**src/rtl/regfile_read_arbiter.sv**
```systemverilog
// Round-robin read-port arbiter: four requesters share one 32:1 register read mux.
// Latency: grant is combinational, response one cycle later. Backpressure: none; one read per cycle.
module regfile_read_arbiter #(
    parameter int NUM_REQ = 4
) (
    input  logic                 clock,
    input  logic                 ctrl_reset,
    input  logic [NUM_REQ-1:0]   req,
    input  logic [5*NUM_REQ-1:0] req_addr,
    output logic [NUM_REQ-1:0]   gnt,
    output logic [4:0]           port_sel,
    input  logic [31:0]          port_data,
    input  logic                 ctrl_writeEnable,
    input  logic [4:0]           ctrl_writeReg,
    input  logic [31:0]          data_writeReg,
    output logic                 rsp_valid,
    output logic [1:0]           rsp_id,
    output logic [31:0]          rsp_data
);

    logic [1:0]  ptr_q, ptr_d;
    logic        vld_q, vld_d;
    logic [1:0]  id_q, id_d;
    logic [31:0] data_q, data_d;

    logic [4:0]  addr [NUM_REQ];
    logic        gnt_any;
    logic [1:0]  gnt_idx;

    always_comb begin
        for (int k = 0; k < NUM_REQ; k++) begin
            addr[k] = req_addr[5*k +: 5];
        end
    end

    // Scan requesters starting at the pointer; first asserted one wins.
    always_comb begin
        logic [1:0] idx;
        idx     = '0;
        gnt_any = 1'b0;
        gnt_idx = '0;
        for (int i = 0; i < NUM_REQ; i++) begin
            idx = ptr_q + 2'(i);
            if (!gnt_any && req[idx]) begin
                gnt_any = 1'b1;
                gnt_idx = idx;
            end
        end
        if (!ctrl_reset) begin
            gnt_any = 1'b0;
        end
    end

    always_comb begin
        gnt      = '0;
        port_sel = '0;
        ptr_d    = ptr_q;
        vld_d    = gnt_any;
        id_d     = id_q;
        data_d   = data_q;
        if (gnt_any) begin
            gnt[gnt_idx] = 1'b1;
            port_sel     = addr[gnt_idx];
            ptr_d        = gnt_idx + 2'd1;
            id_d         = gnt_idx;
            // Register zero reads as zero; a same-cycle write to the selected register is forwarded.
            if (port_sel == 5'd0) begin
                data_d = '0;
            end else if (ctrl_writeEnable && (ctrl_writeReg == port_sel)) begin
                data_d = data_writeReg;
            end else begin
                data_d = port_data;
            end
        end
    end

    always_ff @(posedge clock) begin
        if (!ctrl_reset) begin
            ptr_q  <= '0;
            vld_q  <= 1'b0;
            id_q   <= '0;
            data_q <= '0;
        end else begin
            ptr_q  <= ptr_d;
            vld_q  <= vld_d;
            id_q   <= id_d;
            data_q <= data_d;
        end
    end

    assign rsp_valid = vld_q;
    assign rsp_id    = id_q;
    assign rsp_data  = data_q;

endmodule

```
**config.mk**
```make
export PLATFORM = sky130hd
export DESIGN_NAME = regfile_read_arbiter
export DESIGN_NICKNAME = d
export VERILOG_FILES = /design/src/rtl/regfile_read_arbiter.sv
export SDC_FILE = /design/constraint.sdc
export NUM_CORES = 1
export LEC_CHECK = 0
export BUFFER_PORTS_ARGS = -buffer_cell sky130_fd_sc_hd__buf_2
export CORE_MARGIN = 5
export CORE_UTILIZATION = 44
export DETAILED_ROUTE_END_ITERATION = 10
export PLACE_DENSITY = 0.89
export SLEW_MARGIN = 10
export SYNTH_ARGS = -nofsm -noshare
export SYNTH_HDL_FRONTEND = slang
export SYNTH_SLANG_ARGS = --single-unit
```
**constraint.sdc**
```tcl
create_clock -name clock -period 3.2 [get_ports clock]
set_input_delay 0.32 -clock clock [delete_from_list [all_inputs] [get_ports clock]]
set_output_delay 0.32 -clock clock [all_outputs]
set_load 0.01 [all_outputs]
```
# Yosys cells after proc, flatten, opt, wreduce, memory -nomap -nowiden
# Cells that the tools add are included.
# W data, S select, Z words.
# totals
wordCells	52
out_inout_bits	44
ff_bits	37
latch_bits	0
mem_bits_ro	0
ram_bits	0
mem_count	0
# classes
bitwise	1
n_eq_ne	1
multipliers	0
div_mod_pow	0
muxes	26
shifts	0
n_lt_le_gt_ge	7
add_sub_neg	4
reduce_logical	9
# op_table
cell	n
$mux W32	2
$lt A2 B3 Y1 const B	5
$mux W5	3
$bmux W5 S2	1
$mux W1	10
$bmux W1 S2	4
$mux W2	4
$eq A5 B5 Y1	1
$logic_and A1 B1 Y1	5
$logic_not A5 Y1	1
$add A2 B1 Y2 const B	2
$add A2 B2 Y2 const B	2
$mux W4	1
$ge A3 B3 Y1 const B	1
$logic_not A1 Y1	3
$not A2 Y3	1
$demux W1 S2	1
$ge A2 B1 Y1 const B	1

# Longest topological paths before layout
# Gate-level depths: netlist of run 1.
# logic_depth
ltp_word	20
depth_mapped	12
depth_no_buf	8

# Worst setup path after synthesis of run 1
# Ideal clock, no wire load.
# synth_path
kind	in2reg
from	input req[2]
to	register data_q[0] (netlist: rsp_data[0])
arrival_ns	2.730
required_ns	3.077
slack_ns	0.346
setup_time_ns	0.123
path_stages	12
path_buffers	4
cell_sequence	nor2b_1 > or4_1 > buf_2 > buf_4 > a21bo_1 > a32oi_2 > xor2_1 > nor4b_2 > and2_1 > buf_6 > buf_12 > o211ai_2
# synth_via
elab_chain_len	20
elab_cells_between_ends	32
classes_between	eq/ne (1); mux (22); bitwise (1); reduce/logical (8)
# synth_lines
item	line	rtl
start: declaration	8	input logic [NUM_REQ-1:0] req,
$bmux W1 S2	44	if (!gnt_any && req[idx]) begin
$mux W1 (not written as such)	44	
$mux W1	44	
$logic_not A1 Y1	44	
$logic_and A1 B1 Y1	44	
$mux W1	44	
$logic_not A1 Y1	44	
$logic_and A1 B1 Y1	44	
[... 3 more ...]	--	
$mux W2	44	
$not A2 Y3 (not written as such)	63	port_sel = addr[gnt_idx];
$bmux W5 S2	63	
$mux W5 (not written as such) (2 in a row)	63	
$eq A5 B5 Y1	69	end else if (ctrl_writeEnable && (ctrl_writeReg == port_sel)) begin
$logic_and A1 B1 Y1	69	
$mux W32	69	
$mux W32	67	if (port_sel == 5'd0) begin
end signal: assignment	87	data_q <= data_d;
end: declaration	24	logic [31:0] data_q, data_d;
# Several ways; a longest one is shown, not always the timed one. The select of a mux whose other input is x is not followed.
# A chain may end at the register's enable or synchronous reset.

# Worst setup path after layout of run 1
# layout_path
from	register ptr_q[0]
to	register data_q[31] (netlist: rsp_data[31])
# layout_via
elab_chain_len	20
elab_cells_between_ends	35
classes_between	add/sub (3); eq/ne (1); mux (22); bitwise (1); reduce/logical (8)
# layout_lines
item	line	rtl
start: declaration	21	logic [1:0] ptr_q, ptr_d;
start signal: assignment	84	ptr_q <= ptr_d;
parallel branches: the longest is 20 deep, another holds $add A2 B1 Y2	--	
# Parallel ways; which one is timed is not known. The select of a mux whose other input is x is not followed.

==> results of run 1 <==
==> metal layers <==
layer  vias to the layer above  wire length [um]  part of all wire, %  GRT usage, %
met5                         -                 0                    0             0
met2                       100              3741                   50         34.58
met3                        16               529                  7.1         4.711
met1                      1224              2995                   40         24.26
li1                       1301                 -                    -             -
met4                         0               164                  2.2         7.338
==> through the flow <==
stage / power [mW] / hold WS, ns
final: 1.571 / 0.2906
after global routing: 1.672 / 0.2927
after CTS: 1.580 / 0.2862
after detailed placement: 1.157 / 0.4410
after global placement: 1.139 / 0.4410
after floorplan: 0.9455 / 0.4482
==> flip-flops by register name (all words and copies together) (netlist names) <==
name / flops
ptr_q: 2
rsp_id: 2
rsp_data: 32
rsp_valid: 1
==> synth_stat cells, types with 2 or more instances <==
library cell	instances
sky130_fd_sc_hd__ha_1	4
sky130_fd_sc_hd__o211ai_2	30
sky130_fd_sc_hd__nand3_2	2
sky130_fd_sc_hd__nor2b_4	2
sky130_fd_sc_hd__a221oi_1	5
sky130_fd_sc_hd__a21bo_1	5
sky130_fd_sc_hd__and3_1	4
sky130_fd_sc_hd__nor4_1	7
sky130_fd_sc_hd__xnor2_1	3
sky130_fd_sc_hd__xor2_1	2
sky130_fd_sc_hd__buf_12	3
sky130_fd_sc_hd__a21oi_1	2
sky130_fd_sc_hd__nand2_1	75
sky130_fd_sc_hd__inv_1	3
sky130_fd_sc_hd__dfxtp_1	37
sky130_fd_sc_hd__nor2_1	5
sky130_fd_sc_hd__buf_4	3
sky130_fd_sc_hd__a32oi_2	2
sky130_fd_sc_hd__nor2b_1	3
sky130_fd_sc_hd__nor3b_1	5
sky130_fd_sc_hd__buf_2	7
sky130_fd_sc_hd__and2_1	7
sky130_fd_sc_hd__o211ai_1	2
sky130_fd_sc_hd__nand4_1	32
sky130_fd_sc_hd__a32oi_1	2
sky130_fd_sc_hd__o21ai_0	2
sky130_fd_sc_hd__nand3_1	8
sky130_fd_sc_hd__clkbuf_1	12
sky130_fd_sc_hd__buf_6	2
==> final timing paths <==
check	from	to	slack, ns	cells past startpoint
setup / recovery	ptr_q[0]	rsp_data[31]	0.40	9
hold / removal	data_writeReg[6]	rsp_data[6]	0.29	3
setup reg to reg	ptr_q[0]	rsp_data[31]	0.40	9
hold reg to reg	rsp_data[29]	rsp_data[29]	0.46	2
==> cell families (layout without fill, tap and decap cells) <==
logic type / count (synthesis) / after routing / share of synthesized area [%]
AO/OA/AOI/OAI: 55 / 55 / 24.58
XOR/XNOR: 5 / 5 / 1.800
adder cells (fa/ha/maj): 4 / 4 / 2.057
buffers and inverters: 31 / 161 / 8.432
flip-flops: 37 / 37 / 30.44
AND/OR/NAND/NOR: 154 / 154 / 32.70
==> report_power, final <==
part / total (mW) / internal [mW] / switching (mW)
clock network: 0.417 / 0.254 / 0.163
logic: 0.607 / 0.260 / 0.347
registers: 0.547 / 0.514 / 0.0322
total: 1.57 / 1.03 / 0.543
==> critical path, cell delays in order (launching register included) <==
cell	delay, ns
sky130_fd_sc_hd__dfxtp_1	0.40
sky130_fd_sc_hd__nor2b_1	0.10
sky130_fd_sc_hd__o21bai_1	0.35
sky130_fd_sc_hd__and2_1	0.43
sky130_fd_sc_hd__a32oi_1	0.25
sky130_fd_sc_hd__nor4_1	0.54
sky130_fd_sc_hd__a21oi_4	0.11
sky130_fd_sc_hd__buf_4	0.25
sky130_fd_sc_hd__nand4_1	0.15
sky130_fd_sc_hd__o211ai_2	0.10
==> cell type report <==
| type | count | share of cell area [%] |
|---|---|---|
| multi-input cells | 218 | 46.20 |
| well taps | 72 | 2.751 |
| flip-flops and latches | 37 | 22.62 |
| clock inverters | 1 | 0.9171 |
| clock buffers | 7 | 2.637 |
| repair buffers | 150 | 24.53 |
| inverters | 3 | 0.3439 |
==> results.cfg, run 1 <==
[route]
via_per_inst = 5.412
firstDrtPassIters = 4
detail_route.drc_violations = 0
drt_iter0_markers = 114
vias = 2641
routed_wire_length_per_instance_um = 15.23
ant_nets = 0
wl_um = 7431

[final_layout]
fin_nets = 515
area_delta_synth_final_pct = 34.55
fraction_of_layout_cells_with_a_size_suffix_above_1_pct = 47.84
finish.utilization_pct = 60.20
final-instance-count-excl-fill = 488
regArea_um2 = 740.7
layout.cells.most_common_list = 139 x sky130_fd_sc_hd__buf_2, 75 x sky130_fd_sc_hd__nand2_1, 37 x sky130_fd_sc_hd__dfxtp_1
total_of_fill_cells_in_the_finished_design = 488
postLayoutCellArea_um2 = 3274
multi_input_area_um2 = 1513
final_common_cell = sky130_fd_sc_hd__buf_2
antenna-diode-count = 0

[yosys]
synth_area_per_cell_um2 = 8.509
netlist.top_cell.by_area = sky130_fd_sc_hd__dfxtp_1
synth_async_sr_flop_share_pct = 0
yosys_register_bits = 37
synth_sequential_area_ratio_pct = 30.44
yosys.area.top_type_share_pct = 30.44
cell_area_after_technology_mapping_um2 = 2434
ys_top_cells_by_area = sky130_fd_sc_hd__dfxtp_1 30%, sky130_fd_sc_hd__o211ai_2 15%, sky130_fd_sc_hd__nand2_1 12%
synth_flop_cell = sky130_fd_sc_hd__dfxtp_1
synthCells = 286
synth_fp_nets = 386
synth.distinct_cells = 39
synth.yosys.warnings = 0
synth_enable_flop_cells = 0

[global_route]
gr-usage-all-layers_pct = 20.04
via_count_of_the_first_global_routing_pass = 2628
global_route.overflow_total = 0
global_route_wire_length_before_repair_um = 12030
initial_antenna_violation_count = 0
pin_count_of_the_biggest_net_entering_global_routing = 33

[cts]
cts_repair_resize_count = 0
clk_transition_reported_paths_ns = 0.07
post_cts.repair.setup_buffers = 0
cts.root.buffer_cell = sky130_fd_sc_hd__clkbuf_8
cts_max_level = 2
tritoncts = yes
cts.sink_count = 37
cts_max_path_buffers = 2
clock_latency_ns = 0.28
cts.hold.buffers_added = 0
cts_bufs_inserted = 5

[flow_run]
max_cap_viol_count = 0

[floorplanning]
initial_core_util_pct = 44.74
chipHeight_um = 84.37
placementRows = 27
fp.dieW_um = 84.37
full_die_area_um2 = 7118
placeableCoreArea_um2 = 5439
io_pins = 140

[worst_setup_path]
critPathMaxFanout = 32
timing.critical_path.from_type = flop
cp-end-kind = flop
critPathArrivalTime_ns = 2.97
cp.required_ns = 3.37
path_class = reg -> reg

[sta]
fin_crit_sh_pct = 87.54
fin_crit_ns = 2.801
fin_worst_skew_ns = 0.006353
worst-slew-pin-transition_ns = 0.5122
hold_violation_count_in_the_final_report = 0
worst_slew_margin_rel_pct = 65.54
rsz0062_at_grt = false
final_layout_setup_total_negative_slack_ns = 0
setup-violations-final = 0
fmaxAchievable_mhz = 357.0
setup_ws_ns = 0.3987
drv_slew = 0

[placement]
dp_worst_slack_ns = 0.08184
placed_area_um2 = 3151
io_buffer_count = 139
globalplace.congestion = 0.8985
detailedPlacementHpwl_um = 5632
dp.cells = 480

[outcome]
run_status = finished clean

[worst_hold_path]
holdCritPathClass = in -> reg

[power]
p_per_area_nw_per_um2 = 479.7
worst_ir_drop_vdd_mv = 0.2016
static-leakage-power_nw = 1.626
Note: power is estimated with default switching activity, not from simulation.
==> run 2: changes to the inputs <==
Settings changed: CORE_UTILIZATION 44 to 45, PLACE_DENSITY 0.89 to 0.91.
Clock period 3.2 ns to 3.47 ns, I/O delays scaled along.
==> results.cfg, run 2 (same netlist as run 1, synthesis figures left out) <==
[global_route]
initial_antenna_violation_count = 0
global_route.overflow_total = 0
gr-usage-all-layers_pct = 20.06
global_route_wire_length_before_repair_um = 11970
pin_count_of_the_biggest_net_entering_global_routing = 37
via_count_of_the_first_global_routing_pass = 2581

[floorplanning]
chipHeight_um = 83.54
placementRows = 26
placeableCoreArea_um2 = 5172
initial_core_util_pct = 47.05
fp.dieW_um = 83.54
full_die_area_um2 = 6979
io_pins = 140

[final_layout]
multi_input_area_um2 = 1505
largest_reg_flops = 32
layout.cells.most_common_list = 139 x sky130_fd_sc_hd__buf_2, 75 x sky130_fd_sc_hd__nand2_1, 37 x sky130_fd_sc_hd__dfxtp_1
antenna-diode-count = 0
total_of_fill_cells_in_the_finished_design = 474
fraction_of_layout_cells_with_a_size_suffix_above_1_pct = 46.84
regArea_um2 = 740.7
finish.utilization_pct = 61.85
area_delta_synth_final_pct = 31.47
postLayoutCellArea_um2 = 3199
fin_nets = 512
final_common_cell = sky130_fd_sc_hd__buf_2

[cts]
cts.sink_count = 37
cts.root.buffer_cell = sky130_fd_sc_hd__clkbuf_8
clk_transition_reported_paths_ns = 0.07
tritoncts = yes
cts_max_level = 2
post_cts.repair.setup_buffers = 0
cts.hold.buffers_added = 0
cts_max_path_buffers = 2
clock_latency_ns = 0.27
cts_bufs_inserted = 5
cts_repair_resize_count = 0

[placement]
dp_worst_slack_ns = 0.3169
io_buffer_count = 139
placed_area_um2 = 3113
globalplace.congestion = 0.9230
detailedPlacementHpwl_um = 5667

[worst_setup_path]
crit_path_cell_trace = or4b_1 -> a21bo_1 -> a32oi_1 -> xor2_1 -> nor4b_4 -> buf_4 -> nand4_1 -> o211ai_2
worst_r2r_startpoint = ptr_q[1]
crit_cells = 8
path_class = reg -> reg
critPathArrivalTime_ns = 3.30
critical_path.startpoint = ptr_q[1]
critPathMaxFanout = 32
timing.critical_path.buf_inv = 1
cp.required_ns = 3.68
cp_slowest_cell = sky130_fd_sc_hd__or4b_1
cp-end-kind = flop
timing.critical_path.from_type = flop
setup.worst_path.end = rsp_data[5]
r2r.worst_path.cells = 8
crit_path_max_incr_delay_ns = 0.76
rrSetupSlack_ns = 0.38
critical-path-top-delay-family = simple AND/OR/NAND/NOR gates
critical_path.reg2reg.endpoint = rsp_data[5]

[sta]
hold_violation_count_in_the_final_report = 0
rsz0062_at_grt = false
worst-slew-pin-transition_ns = 0.5418
worst_slew_margin_rel_pct = 63.54
fin_crit_sh_pct = 89.09
setup_ws_ns = 0.3787
fin_worst_skew_ns = 0.004049
drv_slew = 0
fin_crit_ns = 3.091
final_layout_setup_total_negative_slack_ns = 0
fmaxAchievable_mhz = 323.5
setup-violations-final = 0

[power]
power.switching_uw = 483.2
p_per_area_nw_per_um2 = 418.5
worst_ir_drop_vdd_mv = 0.2498
netSwitchingFraction_pct = 36.09
p_clk_share_pct = 22.3
static-leakage-power_nw = 1.590
seqPwrFrac_pct = 38.1
pwr-share-comb_pct = 39.6
cellInternalPower_uw = 855.8

[route]
routed_wire_length_per_instance_um = 15.14
drt_iter0_markers = 80
ant_nets = 0
wl_um = 7298
detail_route.drc_violations = 0
firstDrtPassIters = 4
vias = 2626
via_per_inst = 5.448

[worst_hold_path]
holdCritPathClass = in -> reg
hold_start = data_writeReg[18]

[outcome]
run_status = finished clean

[flow_run]
max_cap_viol_count = 0
run 2: worst register-to-register path, cell delays in order (launching register included):
cell and delay (ns):
sky130_fd_sc_hd__dfxtp_1 0.59, sky130_fd_sc_hd__or4b_1 0.76, sky130_fd_sc_hd__a21bo_1 0.27, sky130_fd_sc_hd__a32oi_1 0.30, sky130_fd_sc_hd__xor2_1 0.16, sky130_fd_sc_hd__nor4b_4 0.30
sky130_fd_sc_hd__buf_4 0.36, sky130_fd_sc_hd__nand4_1 0.18, sky130_fd_sc_hd__o211ai_2 0.10
run 2: final cells by class:
cell class	instances	share of cell area, %
multi-input cells	218	47.05
flip-flops and latches	37	23.15
clock buffers	7	2.698
inverters	3	0.3520
repair buffers	147	24.01
well taps	70	2.738
run 2: power by group through the flow:
stage	logic (mW)	registers (mW)	clock network, mW
floorplan	0.342	0.530	0
global placement	0.518	0.516	0
detailed placement	0.532	0.519	0
CTS	0.533	0.510	0.307
global route	0.585	0.517	0.328
finish	0.530	0.510	0.299
run 2: worst min path at each step:
stage	endpoint	slack (ns)	depth (start not counted)
6_report	rsp_data[18]	0.33	3
5_1_grt	rsp_data[16]	0.33	3
4_1_cts	rsp_data[18]	0.32	3
3_5_place_dp	rsp_data[5]	0.44	2
3_3_place_gp	rsp_data[17]	0.44	2
2_1_floorplan	rsp_id[1]	0.48	1
run 2: per-stage QoR:
stage	instances	hold slack, ns	total power [mW]
after floorplan	286	0.4752	0.8720
after global placement	475	0.4389	1.034
after detailed placement	475	0.4402	1.051
after CTS	482	0.3225	1.350
after global routing	482	0.3250	1.430
final	482	0.3293	1.339
run 2: per-layer routing:
| layer | global-route usage, % | vias up | share of wire, % |
|---|---|---|---|
| met3 | 5.627 | 10 | 7.4 |
| met1 | 23.38 | 1218 | 38 |
| li1 | - | 1296 | - |
| met4 | 4.532 | 0 | 1.4 |
| met5 | 0 | - | 0 |
| met2 | 36.37 | 102 | 53 |
